==> config.mk <==
export PLATFORM = sky130hd
export DESIGN_NAME = driver_cmd_master
export DESIGN_NICKNAME = d
export VERILOG_FILES = /design/src/rtl/driver_cmd_master.sv
export SDC_FILE = /design/constraint.sdc
export NUM_CORES = 1
export LEC_CHECK = 0
export ABC_AREA = 0
export CAP_MARGIN = 5
export CELL_PAD_IN_SITES_DETAIL_PLACEMENT = 1
export CELL_PAD_IN_SITES_GLOBAL_PLACEMENT = 2
export CORE_MARGIN = 2
export CORE_UTILIZATION = 30
export CTS_BUF_LIST = sky130_fd_sc_hd__clkbuf_2
export CTS_CLUSTER_SIZE = 12
export DETAILED_ROUTE_END_ITERATION = 16
export PLACE_DENSITY = 0.76
export RECOVER_POWER = 100
export SLEW_MARGIN = 20
export SYNTH_ARGS = -nofsm -noshare
export SYNTH_HDL_FRONTEND = slang
export SYNTH_SLANG_ARGS = --single-unit
==> constraint.sdc <==
create_clock -name clk -period 3.41 [get_ports clk]
set_input_delay 0.341 -clock clk [delete_from_list [all_inputs] [get_ports clk]]
set_output_delay 0.341 -clock clk [all_outputs]
set_load 0.05 [all_outputs]
==> src/rtl/driver_cmd_master.sv <==
// driver_cmd_master: executes one register command at a time (write, read,
// or poll-until-match) against a simple strobe-based responder and returns a
// single response per accepted command.
//
// Ports:
//   clk, reset                 clock, asynchronous active-low reset
//   cmd_valid/cmd_ready        command handshake (ready only when idle)
//   cmd_op/addr/data/mask      command fields (op: 00 wr, 01 rd, 10 poll, 11 rsvd)
//   cmd_timeout                maximum poll reads (0 behaves as 1)
//   addr_fifo_almost_full      throttles writes to FIFO_ADDR
//   slave_addr/slave_data_in   address / write data toward the responder
//   slave_rd/slave_wr          one-cycle read / write strobes
//   slave_data_out             responder read data, RD_LATENCY after strobe
//   rsp_valid/rsp_ready        response handshake
//   rsp_data/rsp_status        response payload (status 00 ok, 01 timeout, 10 illegal)
//   busy                       high whenever not idle
module driver_cmd_master #(
  parameter int unsigned RD_LATENCY = 1,
  parameter int unsigned POLL_GAP   = 4,
  parameter logic [31:0] FIFO_ADDR  = 32'h0000_0000
) (
  input  logic        clk,
  input  logic        reset,
  input  logic        cmd_valid,
  output logic        cmd_ready,
  input  logic [1:0]  cmd_op,
  input  logic [31:0] cmd_addr,
  input  logic [31:0] cmd_data,
  input  logic [31:0] cmd_mask,
  input  logic [15:0] cmd_timeout,
  input  logic        addr_fifo_almost_full,
  output logic [31:0] slave_addr,
  output logic        slave_rd,
  output logic        slave_wr,
  output logic [31:0] slave_data_in,
  input  logic [31:0] slave_data_out,
  output logic        rsp_valid,
  input  logic        rsp_ready,
  output logic [31:0] rsp_data,
  output logic [1:0]  rsp_status,
  output logic        busy
);

  localparam int unsigned DW = 32;
  localparam int unsigned TW = 16;
  localparam int unsigned LW = 3;
  localparam int unsigned GW = 8;

  localparam logic [1:0] OP_WRITE = 2'b00;
  localparam logic [1:0] OP_RSVD  = 2'b11;

  localparam logic [1:0] ST_OK      = 2'b00;
  localparam logic [1:0] ST_TIMEOUT = 2'b01;
  localparam logic [1:0] ST_ILLEGAL = 2'b10;

  typedef enum logic [2:0] {
    IDLE    = 3'd0,
    ISSUE   = 3'd1,
    WAIT_RD = 3'd2,
    CHECK   = 3'd3,
    GAP     = 3'd4,
    RESP    = 3'd5
  } state_e;

  state_e          state_q, state_d;
  logic [1:0]      op_q, op_d;
  logic [DW-1:0]   mask_q, mask_d;
  logic [TW-1:0]   tmo_q, tmo_d;
  logic [TW-1:0]   attempts_q, attempts_d;
  logic [LW-1:0]   wait_q, wait_d;
  logic [GW-1:0]   gap_q, gap_d;
  logic [DW-1:0]   rd_data_q, rd_data_d;
  logic [DW-1:0]   addr_d, wdata_d, rsp_data_d;
  logic [1:0]      rsp_status_d;
  logic            issue_go, issue_wr;
  logic            fifo_wr_q;
  logic [TW-1:0]   poll_limit;

  // Latched command is a throttled write when it targets the address FIFO.
  assign fifo_wr_q  = (op_q == OP_WRITE) && (slave_addr == FIFO_ADDR);
  assign poll_limit = (tmo_q == '0) ? TW'(1) : tmo_q;

  // State register.
  always_ff @(posedge clk or negedge reset) begin
    if (!reset) state_q <= IDLE;
    else        state_q <= state_d;
  end

  // Next-state and next-output logic. Strobes are decided one cycle ahead so
  // they are registered yet coincide with an ISSUE cycle.
  always_comb begin
    state_d      = state_q;
    op_d         = op_q;
    addr_d       = slave_addr;
    wdata_d      = slave_data_in;
    mask_d       = mask_q;
    tmo_d        = tmo_q;
    attempts_d   = attempts_q;
    wait_d       = wait_q;
    gap_d        = gap_q;
    rd_data_d    = rd_data_q;
    rsp_data_d   = rsp_data;
    rsp_status_d = rsp_status;
    issue_go     = 1'b0;
    issue_wr     = (op_q == OP_WRITE);

    unique case (state_q)
      IDLE: begin
        if (cmd_valid && cmd_ready) begin
          op_d       = cmd_op;
          addr_d     = cmd_addr;
          wdata_d    = cmd_data;
          mask_d     = cmd_mask;
          tmo_d      = cmd_timeout;
          attempts_d = '0;
          if (cmd_op == OP_RSVD) begin
            state_d      = RESP;
            rsp_data_d   = '0;
            rsp_status_d = ST_ILLEGAL;
          end else begin
            state_d  = ISSUE;
            issue_wr = (cmd_op == OP_WRITE);
            issue_go = !(issue_wr && (cmd_addr == FIFO_ADDR) && addr_fifo_almost_full);
          end
        end
      end

      ISSUE: begin
        if (slave_rd || slave_wr) begin
          if (op_q == OP_WRITE) begin
            state_d      = RESP;
            rsp_data_d   = slave_data_in;
            rsp_status_d = ST_OK;
          end else begin
            state_d = WAIT_RD;
            wait_d  = LW'(1);
          end
        end else begin
          // Stalled FIFO write: strobe the cycle after almost_full is seen low.
          issue_go = !(fifo_wr_q && addr_fifo_almost_full);
        end
      end

      WAIT_RD: begin
        if (wait_q == LW'(RD_LATENCY)) begin
          rd_data_d = slave_data_out;
          if (op_q == OP_WRITE + 2'd1) begin
            state_d      = RESP;
            rsp_data_d   = slave_data_out;
            rsp_status_d = ST_OK;
          end else begin
            state_d = CHECK;
          end
        end else begin
          wait_d = wait_q + LW'(1);
        end
      end

      CHECK: begin
        if (((rd_data_q ^ slave_data_in) & mask_q) == '0) begin
          state_d      = RESP;
          rsp_data_d   = rd_data_q;
          rsp_status_d = ST_OK;
        end else begin
          // Terminal compare uses the pre-increment count, so no wrap.
          attempts_d = attempts_q + TW'(1);
          if (attempts_q == poll_limit - TW'(1)) begin
            state_d      = RESP;
            rsp_data_d   = rd_data_q;
            rsp_status_d = ST_TIMEOUT;
          end else if (POLL_GAP == 0) begin
            state_d  = ISSUE;
            issue_go = 1'b1;
          end else begin
            state_d = GAP;
            gap_d   = GW'(1);
          end
        end
      end

      GAP: begin
        if (gap_q == GW'(POLL_GAP)) begin
          state_d  = ISSUE;
          issue_go = 1'b1;
        end else begin
          gap_d = gap_q + GW'(1);
        end
      end

      RESP: begin
        if (rsp_ready) state_d = IDLE;
      end

      default: state_d = IDLE;
    endcase
  end

  // Datapath and registered outputs.
  always_ff @(posedge clk or negedge reset) begin
    if (!reset) begin
      op_q          <= '0;
      mask_q        <= '0;
      tmo_q         <= '0;
      attempts_q    <= '0;
      wait_q        <= '0;
      gap_q         <= '0;
      rd_data_q     <= '0;
      cmd_ready     <= 1'b0;
      busy          <= 1'b0;
      slave_addr    <= '0;
      slave_data_in <= '0;
      slave_rd      <= 1'b0;
      slave_wr      <= 1'b0;
      rsp_valid     <= 1'b0;
      rsp_data      <= '0;
      rsp_status    <= '0;
    end else begin
      op_q          <= op_d;
      mask_q        <= mask_d;
      tmo_q         <= tmo_d;
      attempts_q    <= attempts_d;
      wait_q        <= wait_d;
      gap_q         <= gap_d;
      rd_data_q     <= rd_data_d;
      cmd_ready     <= (state_d == IDLE);
      busy          <= (state_d != IDLE);
      slave_addr    <= addr_d;
      slave_data_in <= wdata_d;
      slave_rd      <= issue_go && !issue_wr;
      slave_wr      <= issue_go && issue_wr;
      rsp_valid     <= (state_d == RESP);
      rsp_data      <= rsp_data_d;
      rsp_status    <= rsp_status_d;
    end
  end

endmodule

---- Yosys cells after proc, flatten, opt, wreduce, memory -nomap -nowiden ----
Cells that the tools add are included.
W data, S select, Z words.
word-level totals
  word-level logic and storage cells ...... 125
  input port bits ......................... 151
  register bits after elaboration ......... 215
operators by class
  reductions and logical operators ........ 30
  mux-type cells .......................... 49
  equal/unequal tests ..................... 23
  add/sub/neg operators ................... 4
  bitwise operators ....................... 2
operators by type and width
  kind                     number
  $mux W32                 8
  $pmux W32 S4             1
  $logic_not A32 Y1        3
  $mux W16                 3
  $mux W3                  11
  $and A32 B32 Y32         1
  $pmux W16 S2             1
  $xor A32 B32 Y32         1
  $mux W8                  3
  $ne A2 B2 Y1 const B     11
  $pmux W3 S6              1
  $add A16 B1 Y16 const B  1
  $eq A16 B16 Y1           1
  $logic_not A16 Y1        1
  $mux W2                  8
  $pmux W8 S2              1
  $sub A16 B1 Y16 const B  1
  $eq A3 B3 Y1 const B     3
  $mux W1                  9
  $add A8 B1 Y8 const B    1
  $eq A8 B3 Y1 const B     1
  $pmux W2 S4              1
  $reduce_and A4 Y1        2
  $reduce_and A8 Y1        1
  18 further kinds         33

---- Longest topological paths before layout ----
Gate-level depths: netlist (run 1).
  depth after elaboration ................. 8
  mapped depth ............................ 16
  mapped depth without buffers ............ 13

---- Least setup slack after synthesis (run 1) ----
Ideal clock, no wire load.
  path type ............................... register to register
  start point ............................. reg tmo_q[9]
  end point ............................... reg rsp_data[0]
  path slack .............................. -0.169 ns
  data required time ...................... 3.289 ns
  arrival time ............................ 3.457 ns
  setup time .............................. 0.121 ns
  cell stages (with the launch flop) ...... 16
  path through ............................ dfrtp_1 > or3_1 > nand4b_1 > nor2_1 > nor2_1 > ha_1 > xnor2_1 > a21oi_1 > nand2_1 > a2111oi_2 > nand4_1 > a2111o_1 > and2_1 > buf_6 > buf_6 > o22a_1
between the ends
  longest elaborated chain between the ends .. 6
RTL lines
  what                           RTL line  text
  start: declaration             68        logic [TW-1:0] tmo_q, tmo_d;
  start signal: assignment       220       tmo_q <= tmo_d;
  $logic_not A16 Y1              81        assign poll_limit = (tmo_q == '0) ? TW'(1) : tmo_q;
  $mux W16 *                     81
  $sub A16 B1 Y16 *              167       if (attempts_q == poll_limit - TW'(1)) begin
  $eq A16 B16 Y1 *               167
  $ne A3 B3 Y1 (no line) *       --
  $reduce_and A8 Y1 (no line) *  --
  end signal: assignment         232       rsp_data <= rsp_data_d;
  end: declaration               39        output logic [31:0] rsp_data,
Mark *: on every way between the ends. The rest lies on a longest branch, timed or not.
A chain may end at the register's enable or synchronous reset.

---- Worst setup path after layout (run 1) ----
  start point ............................. reg tmo_q[11]
  end point ............................... reg rsp_data[24]
Same word-level chain as after synthesis.

==> key figures, run 1 <==
STA
  – Tightest Pin Transition: 2.05 ns
  – Fin crit period: 3.51 ns
  – Final setup viols: 33
  – Post-route setup slack: -0.0968 ns
  – Final Max Slew Viols: 137
  – Rel. slew slack: -36.4%
  – Setup TNS: -1.36 ns
  – FMAX: 285 MHz
  – Clock Skews: 0.119 ns
  – Period utilization: 103%
  – Hold Fails Final Rpt: 0
  – RSZ-0062 raised after global routing: yes
  – Hold slack: 0.0972 ns

Global routing
  – Largest net degree at the start of global routing: 80
  – Initial antenna violation count: 5
  – Global-route wire length before repair: 55.8 mm
  – Grt ovf: 0
  – Overall Global Routing Usage: 19.9%
  – Vias in the first global route: 9880

Pwr
  – Max VDD drop: 538 uV
  – Lkg Pwr: 6.49 nW
  – PwrDens: 983 mW/mm2

Synthesis
  – Sequential area share after synthesis: 52.1%
  – Number of flops mapped to enable cells by yosys: 0
  – Mapped Avg Cell Area: 11.6 um2
  – Cells after synthesis: 888
  – Asr flop ratio synth: 100%
  – Syn_nets: 1045
  – Synthesized area: 0.0103 mm2
  – Synth area leaders: dfrtp_1 (52%), mux2_2 (16%), xor2_1 (5.0%)
  – Synth Warn #: 0
  – Yosys cell types: 52
  – Flop and latch count out of synthesis: 215
  – Ys flop type: dfrtp_1
  – Top post-synthesis cells by count: dfrtp_1 (215), mux2_2 (147), nand2_1 (119)
  – Post-synth top area cell: dfrtp_1
  – Synth top area share: 52.1%
  – Top-count cell post-synth: dfrtp_1

Clocking
  – Clk buf depth: 3
  – CTS tree: built
  – Reg clk slew, reported paths: 0.10 ns
  – Total CTS buffers: 60
  – Worst-Skew Late Latency: 0.94 ns
  – Clock sinks: 215
  – H-Tree Level Count: 2
  – Clock Tree Root: clkbuf_2

Die
  – Die H: 190 um
  – Die Wd: 190 um
  – Initial Utilization: 30.7%
  – Die area: 0.0360 mm2
  – Rows: 67
  – Core area: 0.0337 mm2
  – # IOs: 254

Worst setup path
  – Critical path type: reg -> reg
  – Crit Path Max Fanout: 8
  – FF-to-FF path depth: 17
  – Critical path's top delay family: simple AND/OR/NAND/NOR gates
  – Buf/Inv on CP: 4
  – CP Capture Type: flop
  – Critical Path Start Type: flop
  – Required time of the critical path: 4.27 ns
  – CP arrival: 4.37 ns
  – Critical path's slowest cell: a2111o_1
  – Largest stage delay on the critical path: 0.43 ns
  – RR Startpoint: tmo_q[11]
  – Reg-to-reg endpoint: rsp_data[24]
  – Most common cell on crit path: buf_12
  – Critical-path cell list: or3_4 > nand4b_1 > nor2_2 > nor2_1 > ha_2 > or3b_4 > nor4_4 > or3_1 > a31oi_1 > a41oi_1 > a2111o_1 > buf_6 > a21oi_4 > buf_12 > buf_12 > buf_16 > o22a_1
  – Worst R2R Setup Slack: -0.1 ns

Layout
  – Fillers: 3678
  – Layout Nets: 1469
  – Proportion of layout cells with a drive suffix above 1: 23.0%
  – Final std cells w/o fill: 1804
  – P&R area growth vs syn: 48.3%

Detailed routing
  – Total Wirelength: 35.6 mm
  – DR vias: 8862
  – Wire per inst: 19.7 um
  – Routed vias/inst: 4.91
  – Detailed-route DRC error count: 0
  – 1st-iter DRT viols: 368
  – Post-route ant nets: 0
  – DRT Pass-1 Iters: 4

Hold path
  – Hold path start: cmd_addr[15]
  – Hold Path Sink: slave_addr[15]
  – Min-Delay Path Depth: 2
  – Hold Crit Class: in -> reg

Place
  – RePlAce Congestion: 0.780
  – HPWL after DPL: 23.7 mm
  – Placed insts: 1583
  – Port-buffer cells: 253

Outcome
  – Failing checks: capacitance limit, slew limit, setup timing
  – Outcome: complete, but fails checks

Run
  – # Max-Cap Violations: 2
-- worst max path at each step --
stage	startpoint	cells after the start	to	slack, ns
finish	tmo_q[11]	17	rsp_data[24]	-0.1
global route	tmo_q[7]	18	rsp_data[31]	-0.39
CTS	tmo_q[7]	18	rsp_data[31]	-0.15
detailed placement	tmo_q[4]	16	rsp_data[24]	-0.11
global placement	tmo_q[11]	15	rsp_data[18]	-0.06
floorplan	tmo_q[11]	15	rsp_data[0]	-0.07
-- worst register-to-register path, delay by kind of cell, from the launching register on --
family / cells / cell delay (ns)
simple gates: 7 / 1.43
fa+ha+maj: 1 / 0.18
compound gates: 5 / 1.00
flops: 1 / 0.39
buf+inv: 4 / 0.51
-- power breakdown --
group          switching [mW]  internal (mW)
clock network            1.13          0.691
registers               0.991           3.74
logic                    4.95           3.57
-- routing by layer --
metal	global-route usage [%]	share of wire (%)	vias up
met3	5.07	5.8	60
met5	0	0	-
met2	35.0	50	222
met1	24.2	42	4466
met4	5.31	2.1	0
li1	-	-	4114
-- layout by cell type (no fill, tap or decap), types with 6 or more instances in the layout --
| cell | n |
|---|---|
| a21oi_1 | 6 |
| a221o_1 | 32 |
| a22oi_1 | 18 |
| and3_1 | 7 |
| buf_4 | 37 |
| clkbuf_2 | 94 |
| clkdlybuf4s50_1 | 150 |
| clkinv_1 | 9 |
| dfrtp_1 | 214 |
| dlygate4sd3_1 | 206 |
| inv_1 | 9 |
| mux2_2 | 146 |
| nand2_1 | 119 |
| nand2b_1 | 6 |
| nand4_1 | 20 |
| nor2_1 | 48 |
| nor3_1 | 13 |
| nor4_1 | 18 |
| o21ai_0 | 10 |
| o22a_1 | 34 |
| xnor2_1 | 12 |
| xor2_1 | 59 |
-- sequential cells by signal, indices dropped and copies added, names as in the netlist, 2 cells and up --
name           cells
state_q            3
rd_data_q         32
wait_q             3
attempts_q        16
rsp_data          32
gap_q              8
slave_addr        32
tmo_q             16
op_q               2
slave_data_in     32
rsp_status         2
mask_q            32
-- repair_timing --
item	in CTS	in global routing
setup endpoints to repair	37	42
pin swaps	6	2
buffers inserted	6	1
gates cloned	4	0
hold buffers	104	0
endpoints found under the hold margin	288	0
gates resized for setup	5	2
-- area by class of cell --
type / instances / area, um2 / share of cell area (%)
diodes: 5 / 12.5 / 0.0817
clock buffers: 88 / 440 / 2.87
clock inverters: 13 / 60.1 / 0.392
inverters: 9 / 33.8 / 0.220
multi-input cells: 612 / 4710 / 30.7
flip-flops and latches: 215 / 5380 / 35.1
well taps: 448 / 561 / 3.66
repair buffers: 414 / 4120 / 26.9
-- cells by family after synthesis --
| group | count (synthesis) | share of synthesized area, % |
|---|---|---|
| muxes | 150 | 16.3 |
| adders and majority gates | 6 | 0.726 |
| xor gates and xnor gates | 71 | 6.02 |
| buffers and inverters | 61 | 2.76 |
| AOI/OAI and AO/OA | 121 | 10.0 |
| DFF | 215 | 52.1 |
| and+or+nand+nor | 264 | 12.1 |
-- per-stage QoR --
step,area (um2),setup WS [ns],util [%],power (mW)
finish,15300,-0.0968,45.5,15.1
global route,15300,-0.394,45.5,16.0
CTS,15400,-0.150,45.7,15.5
detailed placement,13700,-0.112,40.5,13.2
global placement,13700,-0.0563,40.5,13.1
floorplan,10400,-0.0699,-,10.1
Power figures use the tool's default switching activity.
==> run 2: changes to the inputs <==
==> constraint.sdc (replaced) <==
create_clock -name clk -period 3.41 [get_ports clk]
set_input_delay 0.682 -clock clk [delete_from_list [all_inputs] [get_ports clk]]
set_output_delay 0.682 -clock clk [all_outputs]
set_load 0.05 [all_outputs]
==> run 2 against run 1 <==
  * The flow still finishes with violations (capacitance limit, slew limit, setup timing)
  * Via count shrank 4.6%
  * Wire length decreased by 3.5%
  * Sequential cell count unchanged
  * Critical path type unchanged
  * Sequential power hardly changed
  * Combinational power fell by 2%
  * Utilization shrank 2.6 points
  * Hold slack improved by 0.23 ns
  * Die area unchanged
  * Clock power is essentially flat
==> key figures, run 2 (same netlist as run 1, synthesis figures left out) <==
Run
  – # Max-Cap Violations: 1

Place
  – Worst slack at placement: -0.0610 ns
  – Placed inst area: 0.0136 mm2
  – Port-buffer cells: 253
  – HPWL after DPL: 23.7 mm
  – RePlAce Congestion: 0.780

STA
  – Post-route setup slack: -0.0778 ns
  – Hold slack: 0.328 ns
  – Rel. slew slack: -36.8%
  – Final setup viols: 37
  – RSZ-0062 raised after global routing: yes
  – Period utilization: 102%
  – Tightest Pin Transition: 2.05 ns
  – Fin crit period: 3.49 ns
  – FMAX: 287 MHz
  – Hold Fails Final Rpt: 0
  – Final Max Slew Viols: 79
  – Clock Skews: 0.122 ns

Worst setup path
  – Worst R2R Setup Slack: -0.08 ns
  – RR Startpoint: tmo_q[11]
  – Critical path type: reg -> reg
  – Crit Path Max Fanout: 8
  – CP Capture Type: flop
  – Reg-to-reg endpoint: rsp_data[26]
  – Required time of the critical path: 4.24 ns
  – Critical Path Start Type: flop
  – CP arrival: 4.32 ns
  – FF-to-FF path depth: 16

Global routing
  – Largest net degree at the start of global routing: 79
  – Overall Global Routing Usage: 18.8%
  – Vias in the first global route: 9292
  – Global-route wire length before repair: 52.5 mm
  – Initial antenna violation count: 9
  – Grt ovf: 0

Die
  – Core area: 0.0337 mm2
  – Initial Utilization: 30.7%
  – Die area: 0.0360 mm2
  – # IOs: 254
  – Die H: 190 um
  – Rows: 67
  – Die Wd: 190 um

Pwr
  – Max VDD drop: 493 uV
  – Lkg Pwr: 6.10 nW
  – PwrDens: 1030 mW/mm2
  – Pwr Total: 14.9 mW

Clocking
  – Reg clk slew, reported paths: 0.11 ns
  – H-Tree Level Count: 2
  – Clock Tree Root: clkbuf_2
  – Clock sinks: 215
  – Worst-Skew Late Latency: 0.90 ns
  – Clk buf depth: 3
  – Total CTS buffers: 60
  – CTS tree: built

Layout
  – Leading cell type in the layout, fill and taps excluded: dfrtp_1
  – Layout Nets: 1370
  – Commonest non-fill, non-tap cells in the layout: dfrtp_1 (214), clkdlybuf4s50_1 (150), mux2_2 (147)
  – Register Area: 0.00538 mm2
  – Proportion of layout cells with a drive suffix above 1: 25.9%
  – Multi-input gate area: 0.00480 mm2
  – Final core utilization: 42.9%
  – Post-route cell area: 0.0145 mm2
  – P&R area growth vs syn: 39.9%
  – Fillers: 3717

Hold path
  – Hold Crit Class: in -> reg
  – Min-Delay Path Depth: 3
  – Hold Path Sink: rd_data_q[12]
  – Hold path start: slave_data_out[12]

Detailed routing
  – Routed vias/inst: 4.96
  – 1st-iter DRT viols: 292
  – Detailed-route DRC error count: 0
  – Wire per inst: 20.1 um
  – DRT Pass-1 Iters: 6
  – Total Wirelength: 34.3 mm
  – DR vias: 8452
  – Post-route ant nets: 0

Outcome
  – Outcome: complete, but fails checks
  – Failing checks: capacitance limit, slew limit, setup timing
==> run 2: cell types whose count changed in the layout (fill, tap and decap cells not counted), moves of 2 or more <==
cell / previous run / this run
dlygate4sd3_1: 206 / 103
clkbuf_2: 94 / 98
nor2_1: 48 / 40
buf_4: 37 / 29
buf_12: 5 / 7
buf_6: 1 / 6
nor2_4: 0 / 8
clkbuf_16: 0 / 2
==> run 2: how the worst max path moves through the flow <==
stage | start | to | slack [ns] | cells past startpoint
floorplan | tmo_q[11] | rsp_data[0] | -0.07 | 15
global placement | tmo_q[4] | rsp_data[14] | -0.05 | 16
detailed placement | tmo_q[11] | rsp_data[10] | -0.06 | 15
CTS | tmo_q[4] | gap_q[0] | -0.08 | 17
global route | tmo_q[7] | rsp_data[4] | -0.31 | 16
finish | tmo_q[11] | rsp_data[26] | -0.08 | 16
==> run 2: what timing repair did <==
item / in CTS / in global routing
pin swaps: 1 / 10
setup buffers: 4 / 4
hold buffers: 1 / 0
hold endpoints to repair: 73 / 0
gates resized for setup: 9 / 25
cloned: 3 / 4
setup endpoints to repair: 31 / 43
==> run 2: area by class of cell <==
class	count	share of cell area [%]
diodes	4	0.0692
clock buffers	89	3.08
clock inverters	12	0.381
inverters	9	0.234
multi-input cells	612	33.2
flip-flops and latches	215	37.2
well taps	448	3.88
repair buffers	315	21.9
==> run 2: metal layers <==
metal  vias to the layer above  part of all wire [%]  wire length [um]  GRT usage [%]
met5                         -                  0.19                64              0
met4                        10                   2.2               742           5.04
met3                        68                   6.5              2220           5.74
met2                       205                    49             16900           32.1
met1                      4252                    42             14400           23.0
li1                       3917                     -                 -              -
==> run 2: critical path: stages (launching register included) <==
cell and delay (ns):
dfrtp_1 0.39, or3_4 0.39, nand4b_1 0.24, nor2_2 0.19, nor2_4 0.06, ha_4 0.16
or3b_4 0.27, nor4_4 0.05, or3_1 0.30, a31oi_1 0.16, a41oi_1 0.06, a2111o_1 0.45
buf_6 0.16, a21oi_4 0.19, buf_6 0.17, buf_16 0.14, o22a_1 0.13
==> run 2: metrics by stage <==
stage | instances | TNS (ns)
2_1_floorplan | 888 | -2.21
3_3_place_gp | 1583 | -1.72
3_5_place_dp | 1583 | -1.66
4_1_cts | 1692 | -1.29
5_1_grt | 1701 | -19.72
6_report | 1704 | -1.50
==> run 2: power breakdown <==
part           switching, mW  internal [mW]  leakage (nW)  total, mW
registers              0.983           3.74          2.56       4.72
logic                   4.89           3.46          3.14       8.36
clock network           1.11          0.690         0.392       1.80
==> run 3: changes to the inputs <==
--- a/config.mk
+++ b/config.mk
@@ -6,15 +6,13 @@
 export NUM_CORES = 1
 export LEC_CHECK = 0
 export ABC_AREA = 0
-export CAP_MARGIN = 5
-export CELL_PAD_IN_SITES_DETAIL_PLACEMENT = 1
-export CELL_PAD_IN_SITES_GLOBAL_PLACEMENT = 2
+export CAP_MARGIN = 40
 export CORE_MARGIN = 2
-export CORE_UTILIZATION = 30
+export CORE_UTILIZATION = 46
 export CTS_BUF_LIST = sky130_fd_sc_hd__clkbuf_2
 export CTS_CLUSTER_SIZE = 12
 export DETAILED_ROUTE_END_ITERATION = 16
-export PLACE_DENSITY = 0.76
+export PLACE_DENSITY = 0.75
 export RECOVER_POWER = 100
 export SLEW_MARGIN = 20
 export SYNTH_ARGS = -nofsm -noshare
==> run 3 against run 2 <==
  * The run still ends with capacitance limit, slew limit, setup timing left
  * Count of clock-buffer cells in the layout down 9
  * Total power fell by 3.8%
  * Final cell count shrank 11%
  * Sequential cell count stayed put
  * Sequential power is 0.8% higher
  * Sequential share of layout area rose by 1.5 points
  * Hold slack better by 0.082 ns
  * Cell area shrank 3.9%
  * Critical path type unchanged
  * Largest cell class unchanged
==> key figures, run 3 (same netlist as run 1, synthesis figures left out) <==
Global routing
  – Grt ovf: 0
  – Vias in the first global route: 8787
  – Largest net degree at the start of global routing: 83
  – Initial antenna violation count: 4
  – Overall Global Routing Usage: 24.5%
  – Global-route wire length before repair: 46.3 mm

STA
  – Setup TNS: -1.17 ns
  – Period utilization: 102%
  – Final Max Slew Viols: 83
  – Rel. slew slack: -36.4%
  – RSZ-0062 raised after global routing: yes
  – Hold Fails Final Rpt: 0
  – Fin crit period: 3.47 ns
  – Clock Skews: 0.0576 ns
  – FMAX: 288 MHz
  – Hold slack: 0.410 ns
  – Final setup viols: 33
  – Post-route setup slack: -0.0646 ns
  – Tightest Pin Transition: 2.05 ns

Layout
  – Final core utilization: 63.3%
  – P&R area growth vs syn: 34.4%
  – Leading cell type in the layout, fill and taps excluded: dfrtp_1
  – Commonest non-fill, non-tap cells in the layout: dfrtp_1 (214), clkdlybuf4s50_1 (149), mux2_2 (146)
  – Fillers: 1774
  – Post-route cell area: 0.0139 mm2
  – Final std cells w/o fill: 1516
  – Layout Nets: 1354
  – Proportion of layout cells with a drive suffix above 1: 23.9%

Clocking
  – CTS tree: built
  – Clk buf depth: 3
  – Total CTS buffers: 55
  – Worst-Skew Late Latency: 0.83 ns
  – Clock sinks: 215
  – Clock Tree Root: clkbuf_2
  – Reg clk slew, reported paths: 0.10 ns
  – H-Tree Level Count: 2

Detailed routing
  – Detailed-route DRC error count: 0
  – Post-route ant nets: 0
  – DR vias: 8306
  – 1st-iter DRT viols: 518
  – DRT Pass-1 Iters: 5
  – Total Wirelength: 28.7 mm
  – Routed vias/inst: 5.48
  – Wire per inst: 18.9 um

Worst setup path
  – FF-to-FF path depth: 16
  – CP arrival: 4.14 ns
  – Critical Path Start Type: flop
  – Crit Path Max Fanout: 9
  – CP Capture Type: flop
  – Required time of the critical path: 4.07 ns
  – Critical path type: reg -> reg

Die
  – Die H: 154 um
  – Initial Utilization: 47.1%
  – # IOs: 254
  – Die Wd: 154 um
  – Die area: 0.0237 mm2
  – Core area: 0.0220 mm2
  – Rows: 54

Place
  – Worst slack at placement: -0.118 ns
  – RePlAce Congestion: 0.892
  – Placed inst area: 0.0134 mm2
  – Port-buffer cells: 253
  – Placed insts: 1414
  – HPWL after DPL: 20.8 mm

Pwr
  – Lkg Pwr: 5.95 nW
  – Pwr Total: 14.3 mW
  – PwrDens: 1030 mW/mm2
  – Max VDD drop: 619 uV

Hold path
  – Min-Delay Path Depth: 3
  – Hold Crit Class: in -> reg

Outcome
  – Failing checks: capacitance limit, slew limit, setup timing
  – Outcome: complete, but fails checks

Run
  – # Max-Cap Violations: 1
run 3: cell types whose count changed in the layout (fill, tap and decap cells not counted), moves of 4 or more:
cell	change
buf_4	+4
nor2_1	+4
nor2_4	-8
clkbuf_2	-11
buf_6	-6
nor2_2	+4
run 3: area by class of cell:
type | instances | area [um2] | area share, %
diodes | 3 | 7.51 | 0.0540
multi-input cells | 612 | 4720 | 34.0
repair buffers | 304 | 2950 | 21.2
clock buffers | 80 | 400 | 2.88
clock inverters | 13 | 52.6 | 0.378
flip-flops and latches | 215 | 5380 | 38.7
well taps | 280 | 350 | 2.52
inverters | 9 | 33.8 | 0.243
run 3: worst max-delay path, cell delays in order (launching register included):
cell and delay (ns):
dfrtp_1 0.38, nor4_2 0.06, buf_4 0.13, nand4b_1 0.14
nor2_2 0.05, nor2_1 0.10, ha_2 0.18, or3b_4 0.40
buf_4 0.16, nor4_4 0.20, mux2_4 0.33, a31oi_1 0.16
a41oi_1 0.06, a2111o_1 0.42, and2_4 0.24, clkbuf_16 0.17
o22a_1 0.15
run 3: timing repair:
item,in CTS,in global routing
hold endpoints to repair,78,0
setup buffers,1,3
setup endpoints to repair,40,43
hold buffers,1,0
pin swaps,1,5
gates cloned,0,1
resized for setup,3,4
run 3: path summary, 6_finish.rpt:
kind	start	endpoint	slack (ns)
setup / recovery	tmo_q[5]	rsp_data[11]	-0.06
hold / removal	slave_data_out[20]	rd_data_q[20]	0.41
setup reg to reg	tmo_q[5]	rsp_data[11]	-0.06
hold reg to reg	rsp_data[24]	rsp_data[24]	0.51
max in group asynchronous	reset	rd_data_q[0]	0.39
min in group asynchronous	reset	attempts_q[3]	0.99
run 3: metal layers:
layer	track usage (%)	routed length (um)	vias up
met5	0	0	-
met4	9.12	772	0
met3	6.71	1880	63
met2	40.4	14200	238
met1	31.2	11900	4131
li1	-	-	3874
run 3: power breakdown:
group | switching, mW | internal [mW]
clock network | 1.01 | 0.620
registers | 1.03 | 3.74
logic | 4.62 | 3.29
total | 6.65 | 7.65
